<file path="config.mk">
export PLATFORM = sky130hd
export DESIGN_NAME = rv32imc_1p_wb_flat
export DESIGN_NICKNAME = d
export VERILOG_FILES = /design/src/rtl/rv32imc_1p_wb_if.sv /design/src/rtl/rv32imc_1p_wb.sv /design/src/flat_wrapper.sv
export SDC_FILE = /design/constraint.sdc
export NUM_CORES = 1
export LEC_CHECK = 0
export BUFFER_PORTS_ARGS = -buffer_cell sky130_fd_sc_hd__buf_2
export CAP_MARGIN = 20
export CORE_MARGIN = 4
export CORE_UTILIZATION = 48
export CTS_CLUSTER_SIZE = 12
export DETAILED_ROUTE_END_ITERATION = 10
export GPL_TIMING_DRIVEN = 0
export PLACE_DENSITY = 0.95
export SLEW_MARGIN = 20
export SYNTH_ARGS = -nofsm -noshare
export SYNTH_HDL_FRONTEND = slang
export SYNTH_SLANG_ARGS = --single-unit
export TNS_END_PERCENT = 30
</file>
<file path="constraint.sdc">
create_clock -name clk -period 4.62 [get_ports clk]
set_input_delay 0.924 -clock clk [delete_from_list [all_inputs] [get_ports clk]]
set_output_delay 0.924 -clock clk [all_outputs]
set_load 0.03 [all_outputs]
</file>
<file path="src/rtl/rv32imc_1p_wb_if.sv">
// rv32imc_1p_wb_if: result-source handshakes, scoreboard queries and register-file write port
interface rv32imc_1p_wb_if #(parameter int XLEN = 32);
    logic            alu_valid;
    logic [4:0]      alu_rd;
    logic [XLEN-1:0] alu_dat;
    logic            lsu_valid;
    logic            lsu_ready;
    logic [4:0]      lsu_rd;
    logic [XLEN-1:0] lsu_dat;
    logic            md_valid;
    logic            md_ready;
    logic [4:0]      md_rd;
    logic [XLEN-1:0] md_dat;
    logic            iss_long;
    logic [4:0]      iss_rd;
    logic [4:0]      rs1_addr;
    logic            rs1_busy;
    logic [4:0]      rs2_addr;
    logic            rs2_busy;
    logic            c_rf_write;
    logic [4:0]      rd_addr;
    logic [XLEN-1:0] rd_dati;
    logic            wb_err;
    modport slave (
        input  alu_valid, alu_rd, alu_dat, lsu_valid, lsu_rd, lsu_dat,
               md_valid, md_rd, md_dat, iss_long, iss_rd, rs1_addr, rs2_addr,
        output lsu_ready, md_ready, rs1_busy, rs2_busy, c_rf_write, rd_addr, rd_dati, wb_err
    );
    modport master (
        output alu_valid, alu_rd, alu_dat, lsu_valid, lsu_rd, lsu_dat,
               md_valid, md_rd, md_dat, iss_long, iss_rd, rs1_addr, rs2_addr,
        input  lsu_ready, md_ready, rs1_busy, rs2_busy, c_rf_write, rd_addr, rd_dati, wb_err
    );
endinterface

</file>
<file path="src/rtl/rv32imc_1p_wb.sv">
// rv32imc_1p_wb: write-back arbiter (ALU > round-robin LSU/MUL-DIV) with long-latency pending scoreboard
module rv32imc_1p_wb #(
    parameter int NREG = 16,
    parameter int XLEN = 32
) (
    input logic            clk,
    input logic            rst_n,
    rv32imc_1p_wb_if.slave bus
);
    typedef enum logic {RR_LSU, RR_MD} rr_t;
    rr_t             rr, rr_nxt;
    logic            lsu_gnt, md_gnt, acc, we, long_wr, err;
    logic [4:0]      win_rd, rd_q;
    logic [XLEN-1:0] win_dat, dat_q;
    logic [NREG-1:0] pending, pend_nxt;
    always_comb begin
        lsu_gnt  = rst_n && !bus.alu_valid && bus.lsu_valid && (!bus.md_valid || rr == RR_LSU);
        md_gnt   = rst_n && !bus.alu_valid && bus.md_valid && (!bus.lsu_valid || rr == RR_MD);
        acc      = (rst_n && bus.alu_valid) || lsu_gnt || md_gnt;
        win_rd   = bus.alu_valid ? bus.alu_rd : lsu_gnt ? bus.lsu_rd : bus.md_rd;
        win_dat  = bus.alu_valid ? bus.alu_dat : lsu_gnt ? bus.lsu_dat : bus.md_dat;
        rr_nxt   = lsu_gnt ? RR_MD : md_gnt ? RR_LSU : rr;
        pend_nxt = pending;
        if (we && long_wr)
            pend_nxt[rd_q[3:0]] = 1'b0;
        // a new issue to the same register outranks the retiring write
        if (bus.iss_long && bus.iss_rd != 5'd0 && !bus.iss_rd[4])
            pend_nxt[bus.iss_rd[3:0]] = 1'b1;
    end
    always_ff @(posedge clk) begin
        if (!rst_n) begin
            rr      <= RR_LSU;
            we      <= 1'b0;
            long_wr <= 1'b0;
            rd_q    <= '0;
            dat_q   <= '0;
            pending <= '0;
            err     <= 1'b0;
        end else begin
            rr      <= rr_nxt;
            we      <= acc && win_rd != 5'd0 && !win_rd[4];
            long_wr <= !bus.alu_valid;
            pending <= pend_nxt;
            err     <= err || (acc && win_rd[4]);
            if (acc) begin
                rd_q  <= win_rd;
                dat_q <= win_dat;
            end
        end
    end
    assign bus.lsu_ready  = lsu_gnt;
    assign bus.md_ready   = md_gnt;
    assign bus.c_rf_write = we;
    assign bus.rd_addr    = rd_q;
    assign bus.rd_dati    = dat_q;
    assign bus.wb_err     = err;
    assign bus.rs1_busy   = bus.rs1_addr != 5'd0 && !bus.rs1_addr[4] && pending[bus.rs1_addr[3:0]];
    assign bus.rs2_busy   = bus.rs2_addr != 5'd0 && !bus.rs2_addr[4] && pending[bus.rs2_addr[3:0]];
endmodule

</file>
<file path="src/flat_wrapper.sv">
// flat-port wrapper written by rule: the top's interface ports become plain ports
module rv32imc_1p_wb_flat 
#(
    parameter int NREG = 16,
    parameter int XLEN = 32
)
  (clk, rst_n, bus_alu_valid, bus_alu_rd, bus_alu_dat, bus_lsu_valid, bus_lsu_rd, bus_lsu_dat, bus_md_valid, bus_md_rd, bus_md_dat, bus_iss_long, bus_iss_rd, bus_rs1_addr, bus_rs2_addr, bus_lsu_ready, bus_md_ready, bus_rs1_busy, bus_rs2_busy, bus_c_rf_write, bus_rd_addr, bus_rd_dati, bus_wb_err);
  rv32imc_1p_wb_if #(.XLEN(XLEN)) bus_i ();
  input logic clk;
  input logic rst_n;
  input wire logic [$bits(bus_i.alu_valid)-1:0] bus_alu_valid;
  input wire logic [$bits(bus_i.alu_rd)-1:0] bus_alu_rd;
  input wire logic [$bits(bus_i.alu_dat)-1:0] bus_alu_dat;
  input wire logic [$bits(bus_i.lsu_valid)-1:0] bus_lsu_valid;
  input wire logic [$bits(bus_i.lsu_rd)-1:0] bus_lsu_rd;
  input wire logic [$bits(bus_i.lsu_dat)-1:0] bus_lsu_dat;
  input wire logic [$bits(bus_i.md_valid)-1:0] bus_md_valid;
  input wire logic [$bits(bus_i.md_rd)-1:0] bus_md_rd;
  input wire logic [$bits(bus_i.md_dat)-1:0] bus_md_dat;
  input wire logic [$bits(bus_i.iss_long)-1:0] bus_iss_long;
  input wire logic [$bits(bus_i.iss_rd)-1:0] bus_iss_rd;
  input wire logic [$bits(bus_i.rs1_addr)-1:0] bus_rs1_addr;
  input wire logic [$bits(bus_i.rs2_addr)-1:0] bus_rs2_addr;
  output wire logic [$bits(bus_i.lsu_ready)-1:0] bus_lsu_ready;
  output wire logic [$bits(bus_i.md_ready)-1:0] bus_md_ready;
  output wire logic [$bits(bus_i.rs1_busy)-1:0] bus_rs1_busy;
  output wire logic [$bits(bus_i.rs2_busy)-1:0] bus_rs2_busy;
  output wire logic [$bits(bus_i.c_rf_write)-1:0] bus_c_rf_write;
  output wire logic [$bits(bus_i.rd_addr)-1:0] bus_rd_addr;
  output wire logic [$bits(bus_i.rd_dati)-1:0] bus_rd_dati;
  output wire logic [$bits(bus_i.wb_err)-1:0] bus_wb_err;
  assign bus_i.alu_valid = bus_alu_valid;
  assign bus_i.alu_rd = bus_alu_rd;
  assign bus_i.alu_dat = bus_alu_dat;
  assign bus_i.lsu_valid = bus_lsu_valid;
  assign bus_i.lsu_rd = bus_lsu_rd;
  assign bus_i.lsu_dat = bus_lsu_dat;
  assign bus_i.md_valid = bus_md_valid;
  assign bus_i.md_rd = bus_md_rd;
  assign bus_i.md_dat = bus_md_dat;
  assign bus_i.iss_long = bus_iss_long;
  assign bus_i.iss_rd = bus_iss_rd;
  assign bus_i.rs1_addr = bus_rs1_addr;
  assign bus_i.rs2_addr = bus_rs2_addr;
  assign bus_lsu_ready = bus_i.lsu_ready;
  assign bus_md_ready = bus_i.md_ready;
  assign bus_rs1_busy = bus_i.rs1_busy;
  assign bus_rs2_busy = bus_i.rs2_busy;
  assign bus_c_rf_write = bus_i.c_rf_write;
  assign bus_rd_addr = bus_i.rd_addr;
  assign bus_rd_dati = bus_i.rd_dati;
  assign bus_wb_err = bus_i.wb_err;
  rv32imc_1p_wb #(.NREG(NREG), .XLEN(XLEN)) u_core (.clk(clk), .rst_n(rst_n), .bus(bus_i));
endmodule
</file>
==> impl_metrics.tcl, run 1 <==
set metrics [dict create \
    drive_above_1_share 0.381 \
    cts_setup_buffers 0 \
    wire_per_inst_um 15.8 \
    setup_violations 0 \
    grtUsageMet3 0.0546 \
    maxCapViolCount 0 \
    worstPathArrival_ns 2.42 \
    track_usage 0.237 \
    dpl.hpwl_mm 7.87 \
    setup.worst_path.class "input pin to primary output" \
    final-max-slew-violation-count 0 \
    core-area_um2 6030 \
    critical_path.max_fanout 5 \
    via_per_inst 5.43 \
    grt_start_max_net_pins 18 \
    yosys.cell_types.count 34 \
    r2r_end "u_core.bus.rd_dati[18]$_SDFFE_PN0P_" \
    vdd_ir_drop_max_uv 143 \
    fmax_ghz 0.299 \
    rows 28 \
    maxSlewHeadroom 0.608 \
    synth_compound_gate_area_share 0.242 \
    yosys.area_share.simple 0.150 \
    synth_edf_count 0 \
    start_kind "input pin" \
    min_from "u_core.bus.rd_dati[8]$_SDFFE_PN0P_" \
    syn_area_per_cell_um2 8.85 \
    required_ns 3.70 \
    numCtsBuffers 5 \
    grt_pass1_wl_mm 14.5 \
    met1_usage 0.247 \
    grt_pass1_vias 3189 \
    synthMuxAreaShare 0.190 \
    hold_path.class "flop to flop" \
    hold_end "u_core.bus.rd_dati[8]$_SDFFE_PN0P_" \
    antenna_found_initial 0 \
    tightest_slew_ns 0.580 \
    route.detailed.drc 0 \
    fin_crit_ns 3.35 \
    cts-hold-fix-buffers 0 \
    final_antenna_net_count 0 \
    r2r_start "u_core.rr$_SDFFE_PN0P_" \
    skew_ns 0.0123 \
    clockRootBuffer "clkbuf_8" \
    outcome "completed" \
    htreeDepth 2 \
    start_util 0.505 \
    r2r_cells 7 \
    hold_ws_ns 0.486 \
    clkSinkCount 56 \
    synth-adder-area-share 0 \
    synth_seq_cells 56 \
    synth_fp_nets 476 \
    diodes 0 \
    die_area_um2 7680 \
    ys_warn_count 0 \
    synthTopCellsByArea "dfxtp_1 37%, mux2i_1 11%, a22o_1 9.8%" \
    p_leak_nw 2.14 \
    gp_congestion 0.871 \
    synth_largest_area_cell "dfxtp_1" \
    synth.most_common_cell "nand2_1" \
    grt_setup_unrepaired "false" \
    period_share 0.725 \
    vias 3259 \
    yosysSeqAreaShare 0.368 \
    use_met2 0.454 \
    gr-max-usage-layer "met2" \
    ys.flop_type "dfxtp_1" \
    cts_tree "done" \
    drtIter0Drc 185 \
    port_buffers 173 \
    hold_viol_final 0 \
    synthXorXnorAreaFrac 0 \
    clkLatencyLatePin_ns 0.31 \
    die_y_um 87.6 \
    postSynth.asyncResetShare 0 \
    netlist_top_cells_count "63 x nand2_1, 56 x dfxtp_1, 45 x o21ai_0" \
    grt-ovfl-total 0 \
    pin_count 175 \
    fin_nets 656 \
    dieWidth_um 87.6 \
    reg2reg_slack_ns 3.00 \
    fin_setup_tns_ns 0 \
    netlist_instances 344 \
    power_density_nw_per_um2 262 \
    hold_depth 1 \
    clockBufferDepth 2 \
    post_cts_resize_count 0 \
    areaGrowthSynthToFinish_pct 34.5 \
    wl_mm 9.50 \
    endpoint_kind "primary output" \
    synth_top_family_by_area "compound AO/OA/AOI/OAI gates" \
    synth_top_area_share 0.368 \
    fillers 515 \
    firstDrtPassIters 4 \
    clkTransAtPathRegs_ns 0.10 \
    syn_area_um2 3040 \
]
## cells in the final DEF (no fill, tap or decap), types with 3 or more instances in the layout
cell type | synthesis | layout
a21oi_1 | 21 | 21
mux2_2 | 4 | 4
o21ai_1 | 8 | 8
clkbuf_1 | 16 | 17
nand3_1 | 7 | 7
nor2b_1 | 3 | 3
buf_6 | 3 | 3
inv_1 | 6 | 6
nand4b_1 | 3 | 3
buf_2 | 1 | 174
nand2_1 | 63 | 63
clkbuf_8 | 0 | 5
nor2_1 | 6 | 6
dfxtp_1 | 56 | 56
mux4_1 | 6 | 6
mux2i_1 | 33 | 33
a22o_1 | 34 | 34
o21ai_0 | 45 | 45
nand2b_1 | 5 | 5
buf_4 | 4 | 4
## worst max-delay path, cell delays in order
cell	delay [ns]
buf_2	0.15
mux4_1	0.58
mux4_2	0.47
nor2b_4	0.13
buf_2	0.16
## state kept, by name (all words and copies together) (netlist names)
signal and count:
u_core.bus.rd_dati 32, u_core.pending 15, u_core.bus.rd_addr 5, u_core.bus.c_rf_write 1
u_core.bus.wb_err 1, u_core.long_wr 1, u_core.rr 1
## stage by stage
| step | worst slack [ns] | std cells | instance area, µm² | power, W | utilization |
|---|---|---|---|---|---|
| after floorplan | 1.64 | 344 | 3040 | 0.000698 | - |
| after CTS | 1.25 | 600 | 4090 | 0.00108 | 0.679 |
| after detailed placement | 1.25 | 592 | 4000 | 0.000815 | 0.664 |
| final | 1.27 | 600 | 4090 | 0.00107 | 0.679 |
| after global placement | 1.29 | 592 | 4000 | 0.000805 | 0.664 |
| after global routing | 1.23 | 600 | 4090 | 0.00113 | 0.679 |
## cell families after synthesis
group / count (synthesis)
AOI/OAI and AO/OA: 116
DFF: 56
muxes: 45
buffers and inverters: 30
and+or+nand+nor: 97
## where the power goes
part           switching [W]  internal (W)  total [W]  leakage (nW)
Combinational       0.000159      0.000116   0.000275          1.63
Sequential         0.0000185      0.000511   0.000530         0.461
Clock               0.000157      0.000108   0.000266        0.0414
## metal layers
layer	share of wire	wire length (µm)	up-vias
li1	-	-	1619
met1	0.35	3350	1470
met2	0.54	5090	148
met3	0.080	755	22
met4	0.032	303	0
met5	0	0	-
## layout make-up
class / count / area (µm²) / area share
Multi-Input combinational cell: 258 / 1770 / 0.433
Inverter: 6 / 22.5 / 0.00550
Timing Repair Buffer: 173 / 866 / 0.212
Sequential cell: 56 / 1120 / 0.274
Buffer: 24 / 129 / 0.0315
Tap cell: 75 / 93.8 / 0.0229
Clock buffer: 6 / 72.6 / 0.0177
Clock inverter: 2 / 16.3 / 0.00398
## worst max-delay path by stage
stage               startpoint      endpoint  slack (ns)  depth (start not counted)
2_1_floorplan  bus_rs1_addr[0]  bus_rs1_busy        1.64                          3
3_3_place_gp   bus_rs1_addr[0]  bus_rs1_busy        1.29                          5
3_5_place_dp   bus_rs2_addr[0]  bus_rs2_busy        1.25                          5
4_1_cts        bus_rs2_addr[0]  bus_rs2_busy        1.25                          5
5_1_grt        bus_rs1_addr[0]  bus_rs1_busy        1.23                          5
6_report       bus_rs1_addr[0]  bus_rs1_busy        1.27                          5
Note: power is estimated with default switching activity, not from simulation.
==> inputs of run 2 (changes only) <==
--- a/config.mk
+++ b/config.mk
@@ -5,14 +5,15 @@
 export SDC_FILE = /design/constraint.sdc
 export NUM_CORES = 1
 export LEC_CHECK = 0
+export ABC_AREA = 1
 export BUFFER_PORTS_ARGS = -buffer_cell sky130_fd_sc_hd__buf_2
 export CAP_MARGIN = 20
 export CORE_MARGIN = 4
-export CORE_UTILIZATION = 48
+export CORE_UTILIZATION = 45
 export CTS_CLUSTER_SIZE = 12
 export DETAILED_ROUTE_END_ITERATION = 10
 export GPL_TIMING_DRIVEN = 0
-export PLACE_DENSITY = 0.95
+export PLACE_DENSITY = 0.91
 export SLEW_MARGIN = 20
 export SYNTH_ARGS = -nofsm -noshare
 export SYNTH_HDL_FRONTEND = slang
==> constraint.sdc (replaced) <==
create_clock -name clk -period 3.3 [get_ports clk]
set_input_delay 0.66 -clock clk [delete_from_list [all_inputs] [get_ports clk]]
set_output_delay 0.66 -clock clk [all_outputs]
set_load 0.03 [all_outputs]
==> impl_metrics.tcl, run 2 <==
set metrics [dict create \
    fin_total_pwr_w 0.00154 \
    ys_warn_count 0 \
    pin_count 175 \
    ff_latch_area_um2 1120 \
    dpl.hpwl_mm 8.74 \
    r2r_end "u_core.bus.rd_dati[18]$_SDFFE_PN0P_" \
    hold_viol_final 0 \
    fillers 656 \
    drtIter0Drc 154 \
    syn_area_per_cell_um2 5.99 \
    final_common_cell "buf_2" \
    yosys.area_share.simple 0.414 \
    endpoint_kind "primary output" \
    synth_fp_nets 682 \
    yosysSeqAreaShare 0.340 \
    hold_depth 2 \
    maxCapViolCount 0 \
    vias 4218 \
    synth_seq_cells 56 \
    path_cells "buf_2, nand2_1, nand4_4, inv_2, buf_2, buf_2" \
    grt_pass1_wl_mm 17.1 \
    clockBufferDepth 2 \
    die_y_um 93.6 \
    clkLatencyLatePin_ns 0.30 \
    min_from "u_core.bus.rd_dati[4]$_SDFFE_PN0P_" \
    synthXorXnorAreaFrac 0 \
    netlist_top_cells_count "183 x nand2_1, 83 x nor2_1, 56 x a21oi_1, 56 x dfxtp_1, 52 x nand3_1" \
    p_leak_nw 2.26 \
    yosys.cell_types.count 26 \
    fmax_ghz 0.399 \
    netlist_instances 550 \
    syn_area_um2 3290 \
    setup.worst_path.class "input pin to primary output" \
    power_density_nw_per_um2 354 \
    grt_pass1_vias 4026 \
    startpoint "bus_md_valid" \
    gp_congestion 0.871 \
    clkTransAtPathRegs_ns 0.09 \
    post_cts_resize_count 0 \
    route.detailed.drc 0 \
    synth_largest_area_cell "dfxtp_1" \
    synth-adder-area-share 0 \
    final_cell_mix "187 x buf_2, 183 x nand2_1, 83 x nor2_1, 56 x a21oi_1, 56 x dfxtp_1" \
    r2r_cells 8 \
    port_buffers 172 \
    wire_per_inst_um 12.9 \
    critPathMostFrequentCell "buf_2" \
    tightest_slew_ns 0.512 \
    largest_register_ffs 32 \
    via_per_inst 5.11 \
    setup_violations 0 \
    fin_cells 825 \
    crit_slowest_cell "nand4_4" \
    antenna_found_initial 0 \
    reg2reg_slack_ns 1.73 \
    clkSinkCount 56 \
    fin_crit_ns 2.51 \
    dp_cells 818 \
    hold_end "u_core.bus.rd_dati[4]$_SDFFE_PN0P_" \
    synth_edf_count 0 \
    worstPathArrival_ns 1.85 \
    maxSlewHeadroom 0.658 \
    grt-ovfl-total 0 \
    fin_nets 861 \
    start_kind "input pin" \
    final_core_util 0.627 \
    cts_tree "done" \
    rows 30 \
    slowest_delay_ns 0.23 \
    skew_ns 0.00474 \
    track_usage 0.235 \
    start_util 0.474 \
    vdd_ir_drop_max_uv 164 \
    synth_top_area_share 0.340 \
    synth.most_common_cell "nand2_1" \
    cts-hold-fix-buffers 0 \
    final_antenna_net_count 0 \
    core-area_um2 6940 \
    postSynth.asyncResetShare 0 \
    ys.flop_type "dfxtp_1" \
    numCtsBuffers 5 \
    critical_path.max_fanout 10 \
    synthMuxAreaShare 0 \
    outcome "completed" \
    die_area_um2 8750 \
    r2r_start "u_core.rr$_SDFFE_PN0P_" \
    grt_start_max_net_pins 16 \
    final-max-slew-violation-count 0 \
    drive_above_1_share 0.283 \
    clockRootBuffer "clkbuf_8" \
    areaGrowthSynthToFinish_pct 32.1 \
    wl_mm 10.7 \
    multi_input_area_um2 1870 \
    synthTopCellsByArea "dfxtp_1 34%, nand2_1 21%, nor2_1 9.5%" \
    period_share 0.759 \
    required_ns 2.64 \
    firstDrtPassIters 5 \
    dieWidth_um 93.6 \
    hold_path.class "flop to flop" \
    htreeDepth 2 \
    grt_setup_unrepaired "false" \
    cts_setup_buffers 0 \
    synth_top_family_by_area "simple AND/OR/NAND/NOR gates" \
    diodes 0 \
    fin_setup_tns_ns 0 \
    synth_compound_gate_area_share 0.153 \
]
[run 2: worst max path at each step]
stage,cells after the start,slack [ns],endpoint
2_1_floorplan,5,0.97,bus_md_ready
3_3_place_gp,6,0.84,bus_lsu_ready
3_5_place_dp,6,0.81,bus_lsu_ready
4_1_cts,6,0.81,bus_lsu_ready
5_1_grt,6,0.70,bus_lsu_ready
6_report,6,0.79,bus_lsu_ready
[run 2: worst max-delay path: cells and delay by family]
family / cells / cell delay (ns)
buffers and inverters: 4 / 0.75
and+or+nand+nor: 2 / 0.43
[run 2: cell type report]
class,instances,area share
inverters,39,0.0336
repair buffers,172,0.198
clock buffers,6,0.0167
plain buffers,30,0.0362
multi-input cells,425,0.429
flip-flops and latches,56,0.258
well taps,96,0.0276
clock inverters,1,0.00115
[run 2: metal layers]
metal,up-vias,wire [µm],track usage,share of wire
met4,0,221,0.0878,0.021
met5,-,0,0,0
met3,24,908,0.0410,0.085
li1,2125,-,-,-
met2,209,5160,0.418,0.48
met1,1860,4380,0.282,0.41
[run 2: cells by family after synthesis]
kind of cell	count (synthesis)
AO/OA/AOI/OAI	94
buffers and inverters	69
flip-flops	56
AND/OR/NAND/NOR	331
[run 2: stage by stage]
step                      setup slack (ns)  instance area, µm²  hold WS (ns)
after floorplan                      0.971                3290         0.444
after global placement               0.841                4280         0.443
after detailed placement             0.814                4280         0.451
after CTS                            0.810                4350         0.465
after global routing                 0.700                4350         0.483
final                                0.794                4350         0.465
[run 2: report_power, final]
| part | internal (W) | switching, W |
|---|---|---|
| Combinational | 0.000165 | 0.000278 |
| Clock | 0.000145 | 0.000212 |
| Sequential | 0.000715 | 0.0000245 |
==> inputs of run 3 (changes only) <==
--- a/config.mk
+++ b/config.mk
@@ -5,11 +5,11 @@
 export SDC_FILE = /design/constraint.sdc
 export NUM_CORES = 1
 export LEC_CHECK = 0
-export ABC_AREA = 1
+export ABC_AREA = 0
 export BUFFER_PORTS_ARGS = -buffer_cell sky130_fd_sc_hd__buf_2
 export CAP_MARGIN = 20
 export CORE_MARGIN = 4
-export CORE_UTILIZATION = 45
+export CORE_UTILIZATION = 44
 export CTS_CLUSTER_SIZE = 12
 export DETAILED_ROUTE_END_ITERATION = 10
 export GPL_TIMING_DRIVEN = 0
==> constraint.sdc (replaced) <==
create_clock -name clk -period 2.59 [get_ports clk]
set_input_delay 0.518 -clock clk [delete_from_list [all_inputs] [get_ports clk]]
set_output_delay 0.518 -clock clk [all_outputs]
set_load 0.03 [all_outputs]
==> impl_metrics.tcl, run 3 (synthesis results as in run 1) <==
set metrics [dict create \
    outcome "completed" \
    grt_setup_unrepaired "false" \
    setup_violations 0 \
    hold_depth 3 \
    antenna_found_initial 0 \
    p_leak_nw 2.12 \
    htreeDepth 2 \
    period_share 0.980 \
    dieWidth_um 91.2 \
    fin_crit_ns 2.54 \
    route.detailed.drc 0 \
    r2r_start "u_core.rr$_SDFFE_PN0P_" \
    min_from "rst_n" \
    cts_setup_buffers 0 \
    cts_tree "done" \
    hold_end "u_core.bus.c_rf_write$_SDFF_PN0_" \
    areaGrowthSynthToFinish_pct 34.5 \
    setup.worst_path.class "input pin to primary output" \
    firstDrtPassIters 4 \
    maxCapViolCount 0 \
    die_area_um2 8310 \
    start_util 0.450 \
    wl_mm 9.44 \
    drtIter0Drc 127 \
    clkLatencyLatePin_ns 0.31 \
    maxSlewHeadroom 0.589 \
    vdd_ir_drop_max_uv 213 \
    hold_viol_final 0 \
    final_cell_mix "173 x buf_2, 63 x nand2_1, 56 x dfxtp_1, 45 x o21ai_0, 34 x a22o_1" \
    hold_ws_ns 0.480 \
    hold_path.class "input pin to flop" \
    final_common_cell "buf_2" \
    slowest_delay_ns 0.58 \
    start_kind "input pin" \
    placed_area_um2 4010 \
    path_cells "buf_2, mux4_1, mux4_2, nor2b_4, buf_2" \
    crit_slowest_cell "mux4_1" \
    largest_register_ffs 32 \
    power_density_nw_per_um2 466 \
    drive_above_1_share 0.385 \
    final-max-slew-violation-count 0 \
    fin_setup_tns_ns 0 \
    track_usage 0.216 \
    pin_count 175 \
    pre_cts_ws_ns 0.0221 \
    r2r_cells 7 \
    gr-max-usage-layer "met2" \
    vias 3295 \
    grt-ovfl-total 0 \
    dpl.hpwl_mm 7.76 \
    worst_slack_ns 0.0524 \
    met1_usage 0.229 \
    grt_start_max_net_pins 18 \
    fin_nets 656 \
    reg2reg_slack_ns 1.01 \
    use_met2 0.422 \
    tightest_slew_ns 0.608 \
    clkSinkCount 56 \
    critPathMostFrequentCell "buf_2" \
    port_buffers 173 \
    grtUsageMet3 0.0414 \
    die_y_um 91.2 \
    rows 30 \
    worstPathArrival_ns 2.02 \
    r2r_end "u_core.bus.rd_dati[14]$_SDFFE_PN0P_" \
    design_area_um2 4090 \
    wire_per_inst_um 15.6 \
    grt_pass1_vias 3259 \
    via_per_inst 5.45 \
    clkTransAtPathRegs_ns 0.10 \
    fmax_ghz 0.394 \
    clockBufferDepth 2 \
    skew_ns 0.0134 \
    diodes 0 \
    critical_path.max_fanout 5 \
    numCtsBuffers 5 \
    final_antenna_net_count 0 \
    clockRootBuffer "clkbuf_8" \
    core-area_um2 6760 \
    grt_pass1_wl_mm 14.7 \
    endpoint_kind "primary output" \
    required_ns 2.07 \
    gp_congestion 0.875 \
]
## run 3: cell types whose count changed in the layout (fill, tap and decap cells not counted), moves of 5 or more
cell / change
nand2_1: -120
nor2_1: -77
nand3_1: -45
a21oi_1: -35
a22o_1: +34
mux2i_1: +33
inv_1: -30
o21ai_0: +22
buf_2: -14
clkbuf_1: +8
o211ai_1: -6
o21ai_1: +6
nand2b_1: +5
## run 3: layout make-up
| class | count | area (µm²) |
|---|---|---|
| well taps | 80 | 100 |
| multi-input cells | 258 | 1760 |
| clock buffers | 6 | 72.6 |
| repair buffers | 173 | 868 |
| plain buffers | 24 | 129 |
| inverters | 6 | 22.5 |
| flip-flops and latches | 56 | 1120 |
| fillers | 594 | 2660 |
| clock inverters | 2 | 16.3 |
## run 3: power breakdown
group	switching, W	leakage (nW)	internal (W)
Combinational	0.000281	1.62	0.000207
Sequential	0.0000343	0.461	0.000912
Clock	0.000281	0.0414	0.000193
Total	0.000597	2.12	0.00131
## run 3: worst max path at each step
| stage | slack [ns] | end | startpoint | cells past startpoint |
|---|---|---|---|---|
| 6_report | 0.05 | bus_rs1_busy | bus_rs1_addr[0] | 5 |
| 5_1_grt | 0.0006 | bus_rs1_busy | bus_rs1_addr[0] | 5 |
| 4_1_cts | 0.03 | bus_rs2_busy | bus_rs2_addr[0] | 5 |
| 3_5_place_dp | 0.02 | bus_rs2_busy | bus_rs2_addr[0] | 5 |
| 3_3_place_gp | 0.08 | bus_rs2_busy | bus_rs2_addr[0] | 5 |
| 2_1_floorplan | 0.42 | bus_rs1_busy | bus_rs1_addr[0] | 3 |
## run 3: metal layers
layer | vias to the layer above | routed length [µm]
li1 | 1612 | -
met1 | 1527 | 3570
met2 | 140 | 5040
met3 | 16 | 634
met4 | 0 | 198
met5 | - | 0
## run 3: stage by stage
step | total power [W] | utilization | cells
detailed placement | 0.00145 | 0.593 | 597
floorplan | 0.00124 | - | 344
global placement | 0.00143 | 0.593 | 597
CTS | 0.00192 | 0.606 | 605
finish | 0.00191 | 0.606 | 605
global route | 0.00200 | 0.606 | 605
## run 3: worst max-delay path, delay by kind of cell
family / cells / cell delay [ns]
buf+inv: 2 / 0.33
mux: 2 / 1.04
simple gates: 1 / 0.13
## run 3: timing repair
item,4_1_cts,5_1_grt
hold buffers,0,0
gates resized for setup,0,3
endpoints found under the setup margin,0,1
